## config.mk

```make
export PLATFORM = sky130hd
export DESIGN_NAME = fft_mem_sequencer
export DESIGN_NICKNAME = d
export VERILOG_FILES = /design/src/rtl/fft_mem_sequencer.sv
export SDC_FILE = /design/constraint.sdc
export NUM_CORES = 1
export LEC_CHECK = 0
export CAP_MARGIN = 20
export CELL_PAD_IN_SITES_DETAIL_PLACEMENT = 0
export CELL_PAD_IN_SITES_GLOBAL_PLACEMENT = 1
export CORE_MARGIN = 4
export CORE_UTILIZATION = 34
export CTS_BUF_LIST = sky130_fd_sc_hd__clkbuf_2
export CTS_CLUSTER_DIAMETER = 150
export DETAILED_ROUTE_END_ITERATION = 8
export GPL_TIMING_DRIVEN = 1
export PLACE_DENSITY_LB_ADDON = 0.2
export SLEW_MARGIN = 5
export SYNTH_ARGS = -nofsm -noshare
export SYNTH_HDL_FRONTEND = slang
export SYNTH_SLANG_ARGS = --single-unit
export TNS_END_PERCENT = 1
```

## constraint.sdc

```tcl
create_clock -name clk -period 2.7 [get_ports clk]
set_input_delay 0.675 -clock clk [delete_from_list [all_inputs] [get_ports clk]]
set_output_delay 0.675 -clock clk [all_outputs]
set_load 0.1 [all_outputs]
```

## src/rtl/fft_mem_sequencer.sv

```systemverilog
// fft_mem_sequencer: loads N samples at bit-reversed addresses, then walks log2(N) radix-2 DIT stages of reads.
// Define FFT_NATURAL_ORDER_EN to write samples at natural (arrival-order) addresses instead.
module fft_mem_sequencer #(
    parameter int bit_width = 29,
    parameter int N = 16,
    parameter int SIZE = 4
) (
    input  logic                 clk,
    input  logic                 rst,
    input  logic                 start,
    input  logic                 in_valid,
    output logic                 in_ready,
    input  logic [bit_width-1:0] Re_in,
    input  logic [bit_width-1:0] Im_in,
    output logic                 load_data,
    output logic [SIZE-1:0]      invert_adr,
    output logic [bit_width-1:0] Re_o,
    output logic [bit_width-1:0] Im_o,
    output logic                 en_rd,
    output logic [SIZE-1:0]      rd_ptr,
    output logic [6:0]           rd_angle_ptr,
    output logic [2:0]           stage,
    input  logic                 stage_ack,
    output logic                 busy,
    output logic                 done
);
    typedef enum logic [2:0] {IDLE, LOAD, READ, WAIT, FIN} state_t;
    state_t state, state_n;
    logic [SIZE-1:0] wr_cnt, rd_cnt, wr_adr, b, j, g, ptr;
    logic [7:0] jw;
    logic [6:0] angle;
    logic [2:0] s;
    logic accept;

    if (N != 2 ** SIZE || SIZE > 8 || SIZE < 2) begin : g_chk
        $fatal(1, "fft_mem_sequencer: N must equal 2**SIZE with 2 <= SIZE <= 8");
    end

`ifdef FFT_NATURAL_ORDER_EN
    assign wr_adr = wr_cnt;
`else
    for (genvar i = 0; i < SIZE; i++) begin : g_rev
        assign wr_adr[i] = wr_cnt[SIZE-1-i];
    end
`endif

    assign accept = (state == LOAD) && in_valid;

    // rd_cnt = 2*butterfly + half; top/bottom legs sit 2^s apart inside groups of 2^(s+1)
    always_comb begin
        b = rd_cnt >> 1;
        j = b & ((SIZE'(1) << s) - SIZE'(1));
        g = b >> s;
        ptr = (g << s << 1) | j | (SIZE'(rd_cnt[0]) << s);
        jw = 8'(j);
        angle = 7'(jw << (3'd7 - s));
    end

    always_comb begin
        state_n = state;
        in_ready = 1'b0;
        busy = 1'b1;
        done = 1'b0;
        stage = '0;
        case (state)
            IDLE: begin
                busy = 1'b0;
                state_n = start ? LOAD : IDLE;
            end
            LOAD: begin
                in_ready = 1'b1;
                if (in_valid && wr_cnt == SIZE'(N - 1)) state_n = READ;
            end
            READ: begin
                stage = s;
                if (rd_cnt == SIZE'(N - 1)) state_n = WAIT;
            end
            WAIT: begin
                stage = s;
                if (stage_ack) state_n = (s == 3'(SIZE - 1)) ? FIN : READ;
            end
            FIN: begin
                done = 1'b1;
                state_n = IDLE;
            end
            default: state_n = IDLE;
        endcase
    end

    // counters wrap to 0 at N, so each stage and frame starts from zero without explicit clears
    always_ff @(posedge clk) begin
        if (rst) begin
            state <= IDLE;
            wr_cnt <= '0;
            rd_cnt <= '0;
            s <= '0;
            load_data <= 1'b0;
            invert_adr <= '0;
            Re_o <= '0;
            Im_o <= '0;
            en_rd <= 1'b0;
            rd_ptr <= '0;
            rd_angle_ptr <= '0;
        end else begin
            state <= state_n;
            load_data <= accept;
            en_rd <= (state == READ);
            if (accept) begin
                invert_adr <= wr_adr;
                Re_o <= Re_in;
                Im_o <= Im_in;
                wr_cnt <= wr_cnt + 1'b1;
            end
            if (state == READ) begin
                rd_ptr <= ptr;
                rd_angle_ptr <= angle;
                rd_cnt <= rd_cnt + 1'b1;
            end
            if (state == WAIT && state_n == READ) s <= s + 3'd1;
            if (state == FIN) s <= '0;
        end
    end
endmodule

```

Word-level counts from Yosys, hierarchy flattened
Index checks and enable logic that the tools add are counted.

Shifts and indexed selects: 5. Equality and inequality tests: 8. Magnitude comparators: 0. Reductions and logical operators: 6. Div/mod/pow operators: 0. Add/subtract/negate cells: 5. Multiply operators: 0. Muxes and demuxes: 10. Bitwise logic cells: 3.

Operators by type and width (count): 3-bit 2-to-1 mux (5); 3-bit by 2-bit == test with 1-bit output (second input constant) (4); 3-bit case mux with 4 select lines (1); 4-bit by 1-bit adder with 4-bit output (second input constant) (2); 4-bit == test (second input constant) (2); 4-bit OR (2); 4-bit by 3-bit left shift with 7-bit output (1); 3-bit by 4-bit AND with 4-bit output (1); 1-bit 2-to-1 mux (4); 2-bit OR reduction (2); 1-bit by 3-bit left shift with 4-bit output (1); 1-bit by 3-bit left shift with 4-bit output (first input constant) (1); 4-bit by 3-bit left shift with 3-bit output (1); 3-bit by 3-bit >> shifter with 4-bit output (1); 4-bit by 1-bit subtractor with 4-bit output (second input constant) (1); 3-bit by 1-bit adder with 3-bit output (second input constant) (1); 3-bit by 1-bit == test with 1-bit output (second input constant) (1); 3-bit == test (second input constant) (1); 1-bit logical AND (3); 3-bit logical NOT (1); 3-bit subtractor (first input constant) (1).

Memories: 0. ROM bits: 0. Bits in writable memories: 0. Output and inout port bits: 81. Bits of input ports: 63. Flip-flop bits (word level): 89. Latch bits: 0.

Longest topological paths before layout
Gate-level depths: netlist (run 1).

Depth after elaboration: 6. Depth in mapped cells: 6. Depth with buffers taken out: 5.

Least setup slack after synthesis (run 1)
Ideal clock, no wire load.

Path type: register to output. Start point: reg state[0]. End point: out in_ready. Path buffers: 1. Slack: -0.748 ns. Stages on the path, launching flop included: 3. Data arrival time: 2.773 ns. Path through: dfxtp_1 -> buf_2 -> nor3b_1.

Word-level cells in the longest chain between the ends: 2.

Ends and longest elaborated chain: start, declared (RTL line 28) `state_t state, state_n;`; start signal, assigned (RTL line 105) `state <= state_n;`; 3-bit by 1-bit == test with 1-bit output (RTL line 65) `case (state)`; 1-bit 2-to-1 mux (RTL line 65); end, declared (RTL line 12) `output logic in_ready,`.

Every way passes these cells.

Worst setup path in the final report (run 1)
Start point: reg state[2]. End point: out done.

Word-level cells in the longest chain between the ends: 2.

Ends and longest elaborated chain: 3-bit == test (RTL line 65); 1-bit 2-to-1 mux (RTL line 65); end, declared (RTL line 25) `output logic done`.

Every way passes these cells.

==> results.md, run 1 <==
- Status: finished, final reports clean
- Pwr dens: 531 nW/um^2
- Grt ovf: 0
- Synth Warn #: 0
- Synthesized flop and latch total: 89
- Leading cell types by count after synthesis: 136 x nand2_1, 89 x dfxtp_1, 75 x a21oi_1
- Worst setup path endpoint: done
- Fin cells: 699
- Worst Reg-to-Reg Cells: 5
- Fraction of registers with async set or reset after synthesis: 0%
- Top FF cell, synth: dfxtp_1
- Iteration-0 DRC count of the detailed router: 187
- Final #Nets: roughly 630
- Setup slack, reg-to-reg: 870 ps
- Clk sinks: 89
- Setup Crit Path Kind: flop to output pin
- Synth Instances: ~440
- Clk Latency, worst-skew pair: 510 ps
- MaxCap Viol Count: 0
- Total negative slack: 0 ps
- Detailed placement HPWL: 6650 microns
- Initial antenna violation count: 0
- Worst-case clock buffer depth: 2
- Max transition margin: 61.0%
- Yosys top cell by area: dfxtp_1
- Period utilisation layout: 89.3%
- Mapped Area: 3530 sq um
- Worst path required time: 2030 ps
- Top-count cell post-synth: nand2_1
- Final Hold Fails: 0
- DRT antenna net count: 0
- Max Freq: 415 MHz
- Die W: approximately 110 microns
- Vias: 3280
- Main area contributors after synthesis: dfxtp_1 50%, nand2_1 14%, a21oi_1 11%
- Die Height: between 100 and 150 microns
- Clock root buffer: clkbuf_2
- Rows: 36
- Max-slew violation count: 0
- Placeable Area: ~10000 sq um
- Cell total after placement: 684
- Worst hold path startpoint: Im_o[26]$_SDFFE_PP0P_
- Mapped Nets: 507
- Drt via density: roughly 4.7
- Share of post-route cells with drive strength above 1: 19.3%
- Final setup violation count: 0
- Peak VDD IR: 229 uV
- DRC violations left: 0
- IO Count: 144
- Antenna Cells: 0
- Min Tclk post-route: between 2000 and 2500 ps
- Fill count: 987
- Largest net degree at the start of global routing: 81
- First drt pass iteration count: 4
- Synth top area share: 50.4%
- Worst Hold Depth: 2
- Launching point of the worst reg2reg path: s[1]$_SDFFE_PP0P_
- CTS buffer count: 9
- Port Buffer Count: approximately 140
- FF/Latch Area: 1780 sq um
- Drt total wl: between 9000 and 10000 microns
- CP max FO: 12
- WL/cell: 14.0 microns
- Average cell area after synthesis: 8.06 sq um
- Multi-input gate area: between 1500 and 2000 sq um
- CP startpoint: state[2]$_SDFF_PP0_
- Tightest Pin Transition: 584 ps
- CTS tree: done
- Overall Global Routing Usage: between 10% and 20%
- Worst r2r dst: rd_angle_ptr[5]$_SDFFE_PP0P_
- Clk slew on worst S/H paths: 210 ps
- Full die area: 12100 sq um
- LEAKAGE: 1.94 nW
- Synth-to-layout area growth: 42.9%
- Starting Density: 35.5%
- Worst EP arrival: 1740 ps
- Crit end category: output pin
- Post-synth EDFFs: 0
- Register area share after synthesis: 50.4%
- Distinct cells, synth: 47
- First-pass GRT wire length: 15100 microns
- RSZ-0062 raised after global routing: no
- Max Clock Skew: 50.0 ps
- Tightest Hold Check Type: flop to flop
- Final total power: ~2.7 mW
- Startpoint types: flop
- GPL Wtd Cong: 0.741
- Vias in the first global route: 3038
- CTS H-tree depth: 3
==> flip-flops by register name, summed over array words and instances (netlist names) <==
register,count
load_data,1
rd_ptr,4
rd_angle_ptr,7
state,3
invert_adr,4
Re_o,29
s,3
wr_cnt,4
rd_cnt,4
en_rd,1
Im_o,29
==> cell families (layout without fill, tap and decap cells) <==
logic type | count (synthesis) | in the layout | share of synthesized area [%]
AND/OR/NAND/NOR | 193 | 193 | 24.4
multiplexers | 2 | 2 | 0.638
buffers and inverters | 41 | 169 | 4.85
AO/OA/AOI/OAI | 104 | 104 | 16.8
XOR/XNOR | 3 | 3 | 0.744
flip-flops | 89 | 89 | 50.4
adder cells (fa/ha/maj) | 6 | 6 | 2.13
==> how the worst min path moves through the flow <==
| stage | endpoint | slack [ps] |
|---|---|---|
| 2_1_floorplan | invert_adr[2]$_SDFFE_PP0P_ | 460 |
| 3_3_place_gp | Re_o[12]$_SDFFE_PP0P_ | 440 |
| 3_5_place_dp | Re_o[3]$_SDFFE_PP0P_ | 450 |
| 4_1_cts | rd_angle_ptr[4]$_SDFFE_PP0P_ | 440 |
| 5_1_grt | rd_angle_ptr[5]$_SDFFE_PP0P_ | 450 |
| 6_report | Im_o[26]$_SDFFE_PP0P_ | 470 |
==> stage by stage <==
step	worst slack (ps)	instance area (sq um)	utilization, %	hold slack (ps)
after CTS	129	5050	50.7	436
after floorplan	-728	3540	-	458
final	289	5050	50.7	468
after detailed placement	462	4920	49.4	447
after global routing	121	5050	50.7	452
after global placement	499	4920	49.4	443
==> what timing repair did <==
action / CTS / global route
hold buffers: 0 / 0
buffers inserted: 0 / 0
resized for setup: 0 / 1
endpoints found under the hold margin: 0 / 0
endpoints found under the setup margin: 0 / 2
==> layout make-up <==
type / instances / area share, %
Tap cell: 133 / 3.30
Clock buffer: 10 / 0.992
Sequential cell: 89 / 35.3
Inverter: 7 / 0.521
Clock inverter: 5 / 1.59
Timing Repair Buffer: 147 / 26.6
Multi-Input combinational cell: 308 / 31.7
==> worst max-delay path, stage by stage (launching register included) <==
cell	delay, ps
dfxtp_1	590
nor3b_1	440
buf_12	230
==> placed cells by master, fill, tap and decap left out, types with 3 or more instances in the layout <==
cell / synthesis / layout
nand2_1: 136 / 136
and2_1: 5 / 5
a21oi_1: 75 / 75
and3_1: 3 / 3
nor3b_1: 4 / 3
inv_1: 7 / 7
ha_1: 6 / 6
or3_1: 6 / 6
clkdlybuf4s50_1: 0 / 61
nand3_1: 6 / 6
a311oi_1: 5 / 5
o211ai_1: 3 / 3
clkbuf_2: 0 / 10
nand3b_1: 3 / 3
nor2b_1: 4 / 4
dfxtp_1: 89 / 88
nand4_1: 4 / 4
buf_4: 1 / 78
buf_12: 0 / 7
o21ai_0: 6 / 6
nor2_1: 12 / 12
==> power breakdown <==
part	leakage (nW)	total, mW	switching, mW	internal, mW
registers	0.722	1.38	0.0231	1.36
clock network	0.0760	0.749	0.443	0.306
logic	1.14	0.550	0.386	0.164
==> per-layer routing <==
| metal | GRT usage (%) | vias up | share of wire [%] |
|---|---|---|---|
| met3 | 2.76 | 10 | 6.6 |
| met5 | 0 | - | 0 |
| met4 | 5.25 | 0 | 1.2 |
| li1 | - | 1715 | - |
| met1 | 21.6 | 1471 | 46 |
| met2 | 24.6 | 84 | 46 |
(Power assumes the default switching activity.)
==> run 2: changes to the inputs <==
Settings changed: ABC_AREA from default to 1, CORE_UTILIZATION 34 to 33.
==> results.md, run 2 <==
- Status: finished, final reports clean
- Final total power: 2.84 mW
- Final design utilization: 47.5%
- Min Tclk post-route: between 2000 and 2500 ps
- Largest net degree at the start of global routing: 76
- Psw: around 1.1 mW
- Vias: 3428
- Clock share of power: between 20% and 30%
- Setup Crit Path Kind: flop to output pin
- Switching Share: 39.4%
- Final Hold Fails: 0
- Synth Instances: 464
- Max Clock Skew: 26.9 ps
- Synth-to-layout area growth: 39.8%
- Worst path required time: 2030 ps
- Clk sinks: 89
- CP startpoint: s[1]$_SDFFE_PP0P_
- MaxCap Viol Count: 0
- Overall Global Routing Usage: 15.7%
- Worst setup path endpoint: stage[1]
- Cell total after placement: a little over 700
- Placeable Area: 10400 sq um
- Fin cells: 737
- Critical path, cell by cell: inv_1 > nor2_1 > buf_4
- Crit end category: output pin
- Delay-heaviest family, CP: buffers and inverters
- CTS buffer count: 9
- WP depth: 3
- DP Area: 4830 sq um
- Mapped Area: 3520 sq um
- Largest stage delay, worst path: a little over 500 ps
- CP max FO: 11
- Internal: 1.72 mW
- CTS H-tree depth: 3
- First drt pass iteration count: 4
- DRT antenna net count: 0
- Yosys top cell by area: dfxtp_1
- RSZ-0062 raised after global routing: no
- Commonest non-fill, non-tap cell in the layout: nor2_1
- Vias in the first global route: 3266
- Fill count: around 1100
- Clock root buffer: clkbuf_2
- Leading cell types by count after synthesis: 145 x nor2_1, 89 x dfxtp_1, 49 x o21ai_0
- Setup slack, reg-to-reg: 810 ps
- Max transition margin: 66.3%
- Top-count cell post-synth: nor2_1
- First-pass GRT wire length: about 16000 microns
- Full die area: 12400 sq um
- WL/cell: 13.2 microns
- Comb pwr share: between 20 and 30%
- Max Freq: 420 MHz
- Share of post-route cells with drive strength above 1: 19.3%
- Fraction of registers with async set or reset after synthesis: 0%
- Die Height: 111 microns
- Design Area, Final: ~5000 sq um
- Pwr dens: 577 nW/um^2
- Average cell area after synthesis: 7.59 sq um
- Tightest Pin Transition: 502 ps
- Biggest regs: Im_o (29), Re_o (29), rd_angle_ptr (7)
- Most frequent cells in the layout: 145 x nor2_1, 87 x dfxtp_1, 87 x buf_4
- Main area contributors after synthesis: dfxtp_1 51%, nor2_1 15%, o21ai_0 7.0%
- Synth Warn #: 0
- Peak VDD IR: 248 uV
- Top FF cell, synth: dfxtp_1
- Drt total wl: about 9700 microns
- Worst r2r dst: Im_o[22]$_SDFFE_PP0P_
- Die W: 111 microns
- Distinct cells, synth: 30
- Worst Reg-to-Reg Cells: 7
- Final #Nets: about 670
- Clk slew on worst S/H paths: 240 ps
- Iteration-0 DRC count of the detailed router: about 230
- Synthesized flop and latch total: between 80 and 90
- Synth top area share: roughly half
- Tightest Hold Check Type: flop to flop
- DRC violations left: 0
- Register area share after synthesis: 50.6%
- CP max-delay cell: dfxtp_2
- Post-synth EDFFs: 0
- Startpoint types: flop
- Max-slew violation count: 0
- Starting Density: 34.0%
- GPL Wtd Cong: a little over 0.8
- Reg power frac: 49.9%
- Final setup violation count: 0
- Worst EP arrival: roughly 1700 ps
- Detailed placement HPWL: 6850 microns
- Initial antenna violation count: 0
- CTS tree: done
- Worst-case clock buffer depth: 2
- Port Buffer Count: roughly 140
- Drt via density: 4.65
- Bufs and invs on worst path: 2
- Clk Latency, worst-skew pair: approximately 510 ps
- IO Count: 144
- Launching point of the worst reg2reg path: state[0]$_SDFF_PP0_
- Rows: 37
- Setup repair bufs after CTS: 0
- Antenna Cells: 0
- Mapped Nets: 533
- Grt ovf: 0
- Period utilisation layout: 88.2%
- LEAKAGE: 2.07 nW
[run 2: cell families after synthesis]
kind of cell	after synthesis	synth area share (%)
AO/OA/AOI/OAI	102	15.1
buffers and inverters	48	6.93
AND/OR/NAND/NOR	219	25.3
adder cells (fa/ha/maj)	6	2.13
flip-flops	89	50.6
[run 2: stage by stage]
stage | setup slack, ps | hold WS (ps) | TNS [ps]
after floorplan | -3.41 | 451 | -3.41
after global placement | 479 | 452 | 0
after detailed placement | 470 | 456 | 0
after CTS | 52.2 | 484 | 0
after global routing | 90.0 | 497 | 0
final | 320 | 483 | 0
[run 2: layout make-up]
class                      count  area (sq um)  share of cell area (%)
clock buffer                   9          45.0                   0.915
sequential                    89          1780                    36.2
clock inverter                 6          45.0                   0.915
tap                          136           170                    3.46
timing repair buffer         150          1290                    26.3
inverter                      20          80.1                    1.63
multi-input combinational    327          1500                    30.6
[run 2: how the worst min path moves through the flow]
stage,startpoint,to,cells after the start
after floorplan,wr_cnt[3]$_SDFFE_PP0P_,invert_adr[0]$_SDFFE_PP0P_,2
after global placement,rd_angle_ptr[3]$_SDFFE_PP0P_,rd_angle_ptr[3]$_SDFFE_PP0P_,2
after detailed placement,rd_angle_ptr[2]$_SDFFE_PP0P_,rd_angle_ptr[2]$_SDFFE_PP0P_,2
after CTS,rd_angle_ptr[2]$_SDFFE_PP0P_,rd_angle_ptr[2]$_SDFFE_PP0P_,2
after global routing,rd_angle_ptr[2]$_SDFFE_PP0P_,rd_angle_ptr[2]$_SDFFE_PP0P_,2
final,rd_angle_ptr[2]$_SDFFE_PP0P_,rd_angle_ptr[2]$_SDFFE_PP0P_,2
[run 2: what timing repair did]
item                       CTS  global route
hold buffers                 0             0
setup endpoints to repair    0             2
resized for setup            0             2
[run 2: power by group through the flow]
stage	Combinational, mW	Sequential, mW	Clock (mW)
2_1_floorplan	0.173	1.89	0
3_3_place_gp	0.849	1.45	0
3_5_place_dp	0.851	1.45	0
4_1_cts	0.853	1.42	0.619
5_1_grt	0.890	1.43	0.668
6_report	0.846	1.42	0.577
[run 2: worst min-delay path, delay by kind of cell, from the launching register on]
family | cells | cell delay (ps)
AO/OA/AOI/OAI | 1 | 60
AND/OR/NAND/NOR | 1 | 60
flip-flops | 1 | 360
[run 2: layer usage]
layer | part of all wire, % | global-route usage [%] | vias to the layer above
met5 | 0 | 0 | -
met4 | 1.3 | 5.60 | 0
met3 | 7.4 | 3.93 | 11
met2 | 45 | 24.4 | 106
met1 | 46 | 21.1 | 1537
li1 | - | - | 1774
==> patch 1: new RTL, flow settings as in run 2 <==
Set the parameter `bit_width` to 58 (it was 29).
--- a/src/rtl/fft_mem_sequencer.sv
+++ b/src/rtl/fft_mem_sequencer.sv
@@ -3,3 +3,3 @@
 module fft_mem_sequencer #(
-    parameter int bit_width = 29,
+    parameter int bit_width = 58,
     parameter int N = 16,
Interface: changed (resized Im_in, Im_o, Re_in and Re_o); port bits go from 144 to 260. The function was not compared with the original's and may differ.
==> patch 1 against run 2 <==
- design area increased by 66%
- wire length up 73%
- clock power rose to 2.6 times the old value
- via count rose by 58%
- clock skew is 3.7 ps higher
- critical endpoint is now stage[0]
- sequential cell count is 58 higher
- synthesized area rose by 56%
- fmax shrank 2.8%
- setup slack got worse by 69 ps
- global-route usage grew 1.4 points
- sequential power grew 61%
- power increased by 72%
==> patch 1: results <==
worst_setup_path:
  rr_worst_depth: 9
  critical_path.endpoint: "stage[0]"
  r2r_slack_ps: 760
  crit_start: "s[0]"
logic_synthesis:
  ys_seq_area_share_pct: 53.54
  synthTopCellsByCount: "nand2_1, dfxtp_1, a21oi_1"
  ys_ff_latch: 147
  postSynthNetCount: 841
  syn_avg_cell_area_um2: 7.698
  synth-compound-area-share_pct: 15.34
  ys_top_cells_by_area: "dfxtp_1, nand2_1, a21oi_1"
floorplan:
  dieArea_mm2: 0.01879
global_routing:
  grt_pass1_wl_mm: 25.46
  grt_max_degree: 97
  grt_usage_pct: 17.10
min_path:
  hp-start: "rst"
  min_path_type: "input pin to register"
  hold_end: "Re_o[3]"
pwr:
  ir_worst_vdd_uv: 321.3
  p_leak_uw: 0.003297
  switchingPower_uw: 1621
cts:
  cts_buffers: 17
  h-tree-depth: 4
  clkTransAtPathRegs_ps: 200
placed_design:
  placed_cell_area_mm2: 0.007871
  io_buffers: 259
  dp_cells: 1150
route:
  drtIter0Drc: 281
timing:
  skew_ps: 30.58
  period_share_pct: 90.69
  hold_slack_ps: 241.3
  relSlewSlack_pct: 54.64
cells_and_area:
  multi_input_cells: 498
  num-nonclk-buffers: 268
  nFillCells: 1663
  register_area_mm2: 0.002943
  instances_no_fill: 1182
status:
  outcome: "finished clean"
==> patch 1: power by group through the flow <==
stage	registers, uW	logic [uW]	clock network [uW]
2_1_floorplan	2860	215	0
3_3_place_gp	2330	1090	0
3_5_place_dp	2330	1090	0
4_1_cts	2290	1090	1570
5_1_grt	2300	1140	1670
6_report	2290	1090	1510
==> patch 1: timing repair <==
| action | in CTS | in global routing |
|---|---|---|
| gates resized for setup | 0 | 2 |
| buffers inserted | 0 | 0 |
| endpoints found under the setup margin | 0 | 1 |
| endpoints found under the hold margin | 0 | 0 |
| hold buffers | 0 | 0 |
==> patch 1: metal layers <==
metal	share of wire (%)	GRT usage (%)	wire [um]	vias to the layer above
met5	0	0	0	-
met4	1.8	5.599	295	0
met3	10	8.824	1734	19
met2	46	26.38	7659	183
met1	42	20.60	7117	2412
li1	-	-	-	2787
==> patch 2: new RTL, config.mk and constraints of run 2 <==
Without the edit above. Re-encode `state_t` (5 states) as Gray code, 3 bits wide.
--- a/src/rtl/fft_mem_sequencer.sv
+++ b/src/rtl/fft_mem_sequencer.sv
@@ -26,3 +26,3 @@
 );
-    typedef enum logic [2:0] {IDLE, LOAD, READ, WAIT, FIN} state_t;
+    typedef enum logic [2:0] {IDLE = 3'b000, LOAD = 3'b001, READ = 3'b011, WAIT = 3'b010, FIN = 3'b110} state_t;
     state_t state, state_n;
Behaviour: no difference found for any inputs over 10 cycles, from zero or initial values and one cycle with rst high; not proved beyond that.
==> patch 2 against run 2 <==
- design area is 1.8% higher
- sequential cell count stayed put
- worst hold slack worse by 1.3 ps
- final cell count is 1.2% higher
- sequential power is 3% lower
- wire length is 5.1% higher
- die area is 1.3% higher
- setup slack better by 38 ps
- power is 6.7% lower
- non-clock buffer count is 1 higher
- global-route usage is 0.21 points higher
- synthesized area is 1.3% higher
- clock power is 18% higher
- critical endpoint unchanged
- highest routed layer unchanged
==> patch 2: results <==
status:
  outcome: "finished clean"
logic_synthesis:
  ys.flop_type: "dfxtp_1"
  synthTopCellsByCount: "nand2_1, dfxtp_1, a21oi_1"
  synth-compound-area-share_pct: 14.44
  ys_top_cells_by_area: "dfxtp_1, nand2_1, a21oi_1"
  synthCells: 470
  synthAdderAreaFrac_pct: 2.804
  synth_cell_types: 27
  ys_seq_area_share_pct: 49.91
  postSynthNetCount: 541
  synth_xor_area_share_pct: 0.2454
global_routing:
  grt_pass1_wl_mm: 16.37
  gr-usage-met1_pct: 21.50
  grtUsageMet2_pct: 24.82
  antenna_found_initial: 0
  grt_max_degree: 66
  grt_pass1_vias: 3217
  grt_usage_pct: 15.88
  use_met3_pct: 3.859
route:
  wl_mm: 10.20
  vias: 3452
  drtIter0Drc: 212
  avgViaCountPerCell: 4.627
cts:
  cts_post_setup_buffers_inserted: 0
  clkTransAtPathRegs_ps: 250
  root_buffer: "clkbuf_2"
pwr:
  p_leak_uw: 0.002028
  switchingPower_uw: 907.8
cells_and_area:
  nFillCells: 1079
  nNetsFinal: 676
  largestRegisters: "Im_o (29), Re_o (29), rd_angle_ptr (7)"
  drive_gt1_share_pct: 18.69
placed_design:
  dp_cells: 730
  dpl.hpwl_mm: 7.215
  routabilityCongestion: 0.8244
timing:
  skew_ps: 16.37
worst_setup_path:
  rr_worst_depth: 11
  r2r_slack_ps: 760
  timing.rr.end: "rd_angle_ptr[5]"
  slowest_stage: "dfxtp_1"
  r2r_start: "s[0]"
  crit_arrival_ps: 1670
min_path:
  hold_end: "Im_o[4]"
  hp-start: "Im_o[4]"
==> patch 2: changes by cell type in the layout (fill, tap and decap cells not counted), sizes merged, moves of 5 or more <==
cell / before / now
nor2: 147 / 19
nand2: 43 / 163
inv: 21 / 28
o21ai: 73 / 15
a21oi: 22 / 81
nand3: 17 / 22
==> patch 2: cells by family after synthesis <==
logic type | after synthesis
flops | 89
xor+xnor | 1
fa+ha+maj | 8
buf+inv | 55
simple gates | 216
compound gates | 101
==> patch 2: final cells by class <==
class / count / area (um^2) / area share (%)
clock buffer: 10 / 50.05 / 0.9988
clock inverter: 6 / 66.31 / 1.323
inverter: 28 / 105.1 / 2.097
multi-input combinational: 326 / 1516 / 30.26
sequential: 89 / 1782 / 35.56
tap: 136 / 170.2 / 3.396
timing repair buffer: 151 / 1321 / 26.37
==> patch 2: power by group through the flow <==
stage	combinational [uW]	clock [uW]	sequential [uW]
after floorplan	130	0	1690
final	587	682	1380
after CTS	591	717	1380
after global routing	616	771	1390
after global placement	588	0	1410
after detailed placement	590	0	1410
==> patch 2: how the worst max path moves through the flow <==
| stage | from | end | slack, ps |
|---|---|---|---|
| final | s[1] | stage[1] | 360 |
| after global routing | s[1] | stage[1] | 210 |
| after CTS | s[1] | stage[1] | 280 |
| after detailed placement | in_valid | Re_o[24] | 500 |
| after global placement | in_valid | Im_o[10] | 510 |
| after floorplan | s[0] | stage[0] | 10 |
==> patch 2: metrics by stage <==
step	power [uW]	cell area (um^2)	worst slack [ps]	hold WS [ps]
after detailed placement	1998	4895	495.0	455.4
after global placement	1996	4895	514.0	452.8
after CTS	2693	5011	283.5	462.2
after floorplan	1816	3570	12.69	469.7
after global routing	2778	5011	212.5	474.2
final	2652	5011	357.6	481.9
==> patch 2: routing by layer <==
layer	share of wire (%)	up-vias	routed length, um
met5	0	-	0
met4	1.3	0	131
met3	6.0	9	612
met2	46	95	4680
met1	47	1559	4770
li1	-	1789	-
==> patch 2: worst reg2reg max path: cells and delay by family, from the launching register on <==
kind                     cells  cell delay, ps
buffers and inverters        3             250
adder cells (fa/ha/maj)      2             470
AND/OR/NAND/NOR              4             300
flip-flops                   1             580
AO/OA/AOI/OAI                2             290
